===== src/rtl/trap_csr_unit.sv =====
// Machine-mode trap/CSR unit: mstatus/mtvec/mscratch/mepc/mcause plus trap/mret redirect FSM.
// Optional feature: define MCYCLE_CSR_EN to add a free-running mcycle counter at 0xB00.
module trap_csr_unit (
  input  logic        i_clk,
  input  logic        i_rst,
  input  logic        i_exception,
  input  logic        i_mret,
  input  logic [3:0]  i_causeNum,
  input  logic [31:0] i_pc,
  input  logic        i_csrEn,
  input  logic [1:0]  i_csrOp,
  input  logic [11:0] i_csrAddr,
  input  logic [31:0] i_csrWdata,
  output logic [31:0] o_csrRdata,
  output logic        o_illegalCsr,
  output logic        o_redirect,
  output logic [31:0] o_redirectPc,
  output logic        o_stall
);
  localparam logic [11:0] ADDR_MSTATUS  = 12'h300;
  localparam logic [11:0] ADDR_MTVEC    = 12'h305;
  localparam logic [11:0] ADDR_MSCRATCH = 12'h340;
  localparam logic [11:0] ADDR_MEPC     = 12'h341;
  localparam logic [11:0] ADDR_MCAUSE   = 12'h342;
`ifdef MCYCLE_CSR_EN
  localparam logic [11:0] ADDR_MCYCLE   = 12'hB00;
`endif

  localparam logic [1:0] OP_RW = 2'b01;
  localparam logic [1:0] OP_RS = 2'b10;
  localparam logic [1:0] OP_RC = 2'b11;

  localparam logic [31:0] ALIGN4 = 32'hFFFF_FFFC;

  typedef enum logic [1:0] {IDLE, TRAP, RET} state_e;

  state_e      state_q, state_d;
  logic        mie_q, mie_d;
  logic        mpie_q, mpie_d;
  logic [31:0] mtvec_q, mtvec_d;
  logic [31:0] mscratch_q, mscratch_d;
  logic [31:0] mepc_q, mepc_d;
  logic [31:0] mcause_q, mcause_d;
  logic        redirect_q, redirect_d;
  logic [31:0] redirect_pc_q, redirect_pc_d;
`ifdef MCYCLE_CSR_EN
  logic [31:0] mcycle_q, mcycle_d;
`endif

  logic [31:0] mstatus_val;
  logic [31:0] csr_rdata;
  logic        csr_impl;
  logic        csr_req;
  logic        csr_wr;
  logic [31:0] csr_wval;
  logic        idle;

  assign mstatus_val = {24'b0, mpie_q, 3'b0, mie_q, 3'b0};
  assign idle        = (state_q == IDLE);

  // Combinational read mux; unimplemented addresses read as zero.
  always_comb begin
    csr_impl  = 1'b1;
    csr_rdata = 32'b0;
    case (i_csrAddr)
      ADDR_MSTATUS:  csr_rdata = mstatus_val;
      ADDR_MTVEC:    csr_rdata = mtvec_q;
      ADDR_MSCRATCH: csr_rdata = mscratch_q;
      ADDR_MEPC:     csr_rdata = mepc_q;
      ADDR_MCAUSE:   csr_rdata = mcause_q;
`ifdef MCYCLE_CSR_EN
      ADDR_MCYCLE:   csr_rdata = mcycle_q;
`endif
      default:       csr_impl  = 1'b0;
    endcase
  end

  assign csr_req = i_csrEn && (i_csrOp != 2'b00);
  // Trap entry and mret take the cycle; a coincident CSR write is dropped.
  assign csr_wr  = csr_req && csr_impl && idle && !i_exception && !i_mret;

  always_comb begin
    case (i_csrOp)
      OP_RW:   csr_wval = i_csrWdata;
      OP_RS:   csr_wval = csr_rdata | i_csrWdata;
      OP_RC:   csr_wval = csr_rdata & ~i_csrWdata;
      default: csr_wval = csr_rdata;
    endcase
  end

  always_comb begin
    state_d    = state_q;
    mie_d      = mie_q;
    mpie_d     = mpie_q;
    mtvec_d    = mtvec_q;
    mscratch_d = mscratch_q;
    mepc_d     = mepc_q;
    mcause_d   = mcause_q;
`ifdef MCYCLE_CSR_EN
    mcycle_d   = mcycle_q + 32'd1;
`endif

    case (state_q)
      IDLE: begin
        if (i_exception) begin
          state_d  = TRAP;
          mepc_d   = i_pc & ALIGN4;
          mcause_d = {28'b0, i_causeNum};
          mpie_d   = mie_q;
          mie_d    = 1'b0;
        end else if (i_mret) begin
          state_d = RET;
          mie_d   = mpie_q;
          mpie_d  = 1'b1;
        end else if (csr_wr) begin
          case (i_csrAddr)
            ADDR_MSTATUS: begin
              mie_d  = csr_wval[3];
              mpie_d = csr_wval[7];
            end
            ADDR_MTVEC:    mtvec_d    = csr_wval & ALIGN4;
            ADDR_MSCRATCH: mscratch_d = csr_wval;
            ADDR_MEPC:     mepc_d     = csr_wval & ALIGN4;
            ADDR_MCAUSE:   mcause_d   = csr_wval;
`ifdef MCYCLE_CSR_EN
            ADDR_MCYCLE:   mcycle_d   = csr_wval;
`endif
            default: ;
          endcase
        end
      end
      default: state_d = IDLE;
    endcase

    // Redirect is registered alongside the state it belongs to, so it shows
    // exactly during the single TRAP/RET cycle.
    redirect_d    = (state_d != IDLE);
    redirect_pc_d = 32'b0;
    if (state_d == TRAP)
      redirect_pc_d = mtvec_q & ALIGN4;
    else if (state_d == RET)
      redirect_pc_d = mepc_q;
  end

  always_ff @(posedge i_clk) begin
    if (i_rst) begin
      state_q       <= IDLE;
      mie_q         <= 1'b0;
      mpie_q        <= 1'b0;
      mtvec_q       <= 32'b0;
      mscratch_q    <= 32'b0;
      mepc_q        <= 32'b0;
      mcause_q      <= 32'b0;
      redirect_q    <= 1'b0;
      redirect_pc_q <= 32'b0;
`ifdef MCYCLE_CSR_EN
      mcycle_q      <= 32'b0;
`endif
    end else begin
      state_q       <= state_d;
      mie_q         <= mie_d;
      mpie_q        <= mpie_d;
      mtvec_q       <= mtvec_d;
      mscratch_q    <= mscratch_d;
      mepc_q        <= mepc_d;
      mcause_q      <= mcause_d;
      redirect_q    <= redirect_d;
      redirect_pc_q <= redirect_pc_d;
`ifdef MCYCLE_CSR_EN
      mcycle_q      <= mcycle_d;
`endif
    end
  end

  assign o_csrRdata   = csr_rdata;
  assign o_illegalCsr = csr_req && !csr_impl;
  assign o_redirect   = redirect_q;
  assign o_redirectPc = redirect_pc_q;
  assign o_stall      = redirect_q;

endmodule

===== config.mk =====
export PLATFORM = sky130hd
export DESIGN_NAME = trap_csr_unit
export DESIGN_NICKNAME = d
export VERILOG_FILES = /design/src/rtl/trap_csr_unit.sv
export SDC_FILE = /design/constraint.sdc
export NUM_CORES = 1
export LEC_CHECK = 0
export ABC_AREA = 1
export BUFFER_PORTS_ARGS = -buffer_cell sky130_fd_sc_hd__buf_4
export CORE_AREA = 2 2 149 151
export CTS_CLUSTER_DIAMETER = 40
export DETAILED_ROUTE_END_ITERATION = 6
export DIE_AREA = 0 0 151 153
export PLACE_DENSITY = 0.65
export SYNTH_ARGS = -nofsm -noshare
export SYNTH_HDL_FRONTEND = slang
export SYNTH_SLANG_ARGS = --single-unit
export TNS_END_PERCENT = 100

===== constraint.sdc =====
create_clock -name i_clk -period 3.9 [get_ports i_clk]
set_input_delay 0.585 -clock i_clk [delete_from_list [all_inputs] [get_ports i_clk]]
set_output_delay 0.585 -clock i_clk [all_outputs]
set_load 0.01 [all_outputs]

Word-level counts from Yosys, hierarchy flattened
Index checks and enable logic that the tools add are counted.
{"block": "word_totals", "ff_bits": 163, "wordCells": 75, "inputBits": 87, "out_inout_bits": 67}
{"block": "op_classes", "n_mux": 24, "n_reduce_logical": 24, "bitwise_logic": 6, "eq_ne": 11}
{"operator": "32-bit 2-to-1 mux", "n": 10}
{"operator": "32-bit one-hot mux with 5 select lines", "n": 1}
{"operator": "32-bit one-hot mux with 3 select lines", "n": 1}
{"operator": "12-bit by 10-bit == test with 1-bit output, second input constant", "n": 5}
{"operator": "32-bit AND", "n": 1}
{"operator": "32-bit inverter", "n": 1}
{"operator": "32-bit OR", "n": 1}
{"operator": "5-bit AND reduction", "n": 2}
{"operator": "2-bit nonzero test", "n": 5}
{"operator": "1-bit 2-to-1 mux", "n": 9}
{"operator": "4-bit AND reduction", "n": 2}
{"operator": "2-bit == test, second input constant", "n": 3}
{"operator": "1-bit logical AND", "n": 6}
{"operator": "2-bit 2-to-1 mux", "n": 3}
{"operator": "3-bit nonzero test", "n": 2}
{"operator": "5-bit OR reduction", "n": 1}
{"operator": "2-bit by 1-bit == test with 1-bit output, second input constant", "n": 2}
{"operator": "1-bit logical NOT", "n": 3}
{"operator": "1-bit inverter", "n": 3}
{"operator": "3-bit AND reduction", "n": 1}
{"operator": "3-bit OR reduction", "n": 1}
{"operator": "2-bit logical NOT", "n": 1}
{"operator": "2-bit != test, second input constant", "n": 1}

Logic depth before layout (Yosys ltp)
{"block": "logic_depth", "depth_word": 10, "mapped_depth": 14, "ltp_nobuf": 13}

Worst setup path after synthesis
OpenSTA, ideal clock, no wires.
{"block": "synth_path", "path_kind": "input to output", "from": "in i_csrAddr[5]", "to": "out o_csrRdata[27]", "t_required_ns": 3.315, "arrival_ns": 1.608, "path_buffers": 1, "setup_slack_ns": 1.707, "path_stages": 7, "path_cell_list": "nor2_1 nand2_1 nor2_1 buf_2 nand3_1 nand2_1 or2_2"}
{"block": "synth_between", "elab_chain_len": 2, "word_cells_on_any_way": 6, "cone_classes": "eq/ne (5); mux (1)"}
{"element": "start: declaration", "line_no": "12", "text": "input logic [11:0] i_csrAddr,"}
{"element": "12-bit by 10-bit == test with 1-bit output", "line_no": "65", "text": "case (i_csrAddr)"}
{"element": "32-bit one-hot mux with 5 select lines *", "line_no": "65"}
{"element": "end: declaration", "line_no": "14", "text": "output logic [31:0] o_csrRdata,"}
Mark *: on every way between the ends. The rest lies on a longest branch, timed or not.

Final worst setup path
{"block": "layout_path", "from": "in i_csrAddr[7]", "to": "out o_csrRdata[7]"}
The elaborated chain is that of the path after synthesis.

==> results.json <==
{
  "status": "complete, no violations",
  "overflow": 0,
  "synth_cell_types": 26,
  "synth.top_cell.area_share": 0.386,
  "synth.cell_area_mm2": 0.00825,
  "slew_headroom": 0.358,
  "syn_inst": 1331,
  "synth_area_leaders": "dfxtp_1 39%, nand2_1 15%, nor2_1 13%, o21ai_0 11%, nand3_1 5.5%",
  "cts_root_buf": "clkbuf_16",
  "antenna_found_initial": 0,
  "cts_htree_levels": 4,
  "core-area_mm2": 0.0215,
  "wirelength_um": 28200,
  "reg2regPathDepth": 11,
  "yosys_register_bits": 159,
  "syn_area_per_cell_um2": 6.20,
  "cp-endpoint": "o_csrRdata[7]",
  "yosys.area.top_type": "dfxtp_1",
  "worst_ir_drop_vdd_uv": 258,
  "async_reset_ff_frac": 0,
  "leakage_nw": 5.21,
  "numCtsBuffers": 17,
  "route.detailed.drc": 0,
  "critPathMaxFanout": 14,
  "min_period_ps": 2890,
  "grt_pass1_wl_um": 44000,
  "row_count": 54,
  "drtIter0Drc": 696,
  "cap_violations": 0,
  "vias": 8844,
  "dr.pass1.iters": 5,
  "via_per_inst": 5.11,
  "ant_nets": 0,
  "synth-edff-count": 0,
  "grt_max_degree": 95,
  "hold_class": "input pin to register",
  "grt_usage": 0.245,
  "critPathKind": "input pin to output port",
  "clockBufferDepth": 2,
  "startpoint_type": "input pin",
  "die_w_um": 151,
  "synth_common_cells": "331 x nand2_1, 277 x nor2_1, 184 x o21ai_0",
  "drive_above_1_share": 0.176,
  "dp_hpwl_um": 17800,
  "globalplace.congestion": 0.855,
  "fin_cells": 1732,
  "setup_viol": 0,
  "hold_viol": 0,
  "fmax_ghz": 0.346,
  "first_global_vias": 8331,
  "cts_tree": "built",
  "port_buffers": 149,
  "finalSetupTns_ps": 0,
  "worst_r2r_endpoint": "mcause_q[15]",
  "antenna_cells": 0,
  "reg2reg_slack_ps": 1550,
  "worstPathRequired_ps": 3310,
  "ys.flop_type": "dfxtp_1",
  "grt_setup_unrepaired": "no",
  "die_area_mm2": 0.0231,
  "arrival_ps": 2300,
  "finalMaxSlewViolations": 0,
  "worst_r2r_startpoint": "state_q[0]",
  "clkLatencyLatePin_ps": 430,
  "ios": 154,
  "yosysMostFrequentCell": "nand2_1",
  "finalCritPeriodShare": 0.740,
  "worst_pin_slew_ps": 961,
  "yosysWarningCount": 0,
  "finalClockSkew_ps": 9.23,
  "wire_per_inst_um": 16.3,
  "die_h_um": 153,
  "worst_setup_path_end_kind": "output port",
  "post-cts-setup-buffers": 0,
  "dp.cells": 1700,
  "fin_nets": 1526,
  "fin_hold_ws_ps": 374,
  "cts_sinks": 159,
  "cts_resized": 0,
  "area_growth_pct": 23.2,
  "synth-seq-area-share": 0.386,
  "clk_pin_slew_ps": 60,
  "hold_buffers": 0,
  "initial_core_util": 0.384,
  "startpoint": "i_csrAddr[7]",
  "power_density_mw_per_mm2": 380,
  "power.total_mw": 3.86
}
==> report_power, final <==
group          total [mW]  internal (mW)  switching, mW  leakage, nW
combinational       0.441          0.156          0.285         3.63
sequential           1.69           1.67         0.0182         1.29
clock                1.73           1.03          0.703        0.286
==> placed cells by master, fill, tap and decap left out <==
master      synthesis  layout
nor3_1              4       3
or2_2              25      25
or2_1               1       1
a21oi_1            28      28
nand3_2             3       3
o21ai_0           184     184
nand4_1            33      33
clkinv_2            0       4
clkbuf_1           54       1
o21bai_2            1       1
dfxtp_1           159     159
clkbuf_8            0       1
nor2_2              3       7
clkbuf_16           0      17
nand3_1            91      91
nor3_2              0       1
nor2_4              1       2
clkinv_4            0       1
inv_1              91      91
inv_6               0       2
nand2_1           331     331
clkinvlp_4          0       4
buf_12              0       1
nand2_2             6       6
conb_1              1       2
buf_4               4     173
o22ai_1             1       1
nand3_4             1       1
inv_2               3       3
bufinv_16           0       3
nor2_1            277     272
==> critical path, cell delays in order <==
cell     delay, ps
buf_4          120
inv_1           40
nand2_1         40
nor2_1         250
nand3_2        380
buf_4          350
o21ai_0        230
or2_2          190
buf_4          120
==> flip-flops by register name, indices dropped and copies added (netlist names) <==
register and count:
mcause_q 32, o_redirectPc 30, mie_q 1, mtvec_q 30, mpie_q 1, mscratch_q 32, state_q 2, o_redirect 1
mepc_q 30
==> metrics by stage <==
step           worst slack, ps  utilization  area, um^2
2_1_floorplan             1710            -        8260
3_3_place_gp               751        0.445        9560
3_5_place_dp               726        0.445        9560
4_1_cts                    981        0.473       10200
5_1_grt                    862        0.473       10200
6_report                  1010        0.473       10200
==> worst min-delay path by stage <==
stage,slack [ps],cells past startpoint,start,to
after floorplan,450,2,mtvec_q[10],o_redirectPc[10]
after global placement,470,2,mtvec_q[5],o_redirectPc[5]
after detailed placement,480,2,mtvec_q[9],o_redirectPc[9]
after CTS,370,2,i_rst,state_q[1]
after global routing,390,2,i_rst,state_q[1]
final,370,2,i_rst,state_q[1]
==> final cells by class <==
type                            instances  area, um^2
Fill cell                            2247       11300
Multi-Input combinational cell        992        4350
Sequential cell                       159        3180
Timing Repair Buffer                  174        1320
Clock buffer                           19         443
Inverter                               95         358
Tap cell                              280         350
Clock inverter                         13         161
==> metal layers <==
| layer | GRT usage | wire (um) |
|---|---|---|
| met1 | 0.321 | 12200 |
| met2 | 0.401 | 13100 |
| met3 | 0.0364 | 2090 |
| met4 | 0.103 | 758 |
| met5 | 0 | 0 |
==> logic make-up (layout without fill, tap and decap cells) <==
| family | count (synthesis) | count (layout) | synth area share |
|---|---|---|---|
| AO/OA/AOI/OAI | 214 | 214 | 0.131 |
| buffers and inverters | 181 | 301 | 0.0902 |
| flip-flops | 159 | 159 | 0.386 |
| other | 1 | 2 | 0.000454 |
| AND/OR/NAND/NOR | 776 | 776 | 0.393 |
No activity file was read; power rests on OpenSTA's default activity.
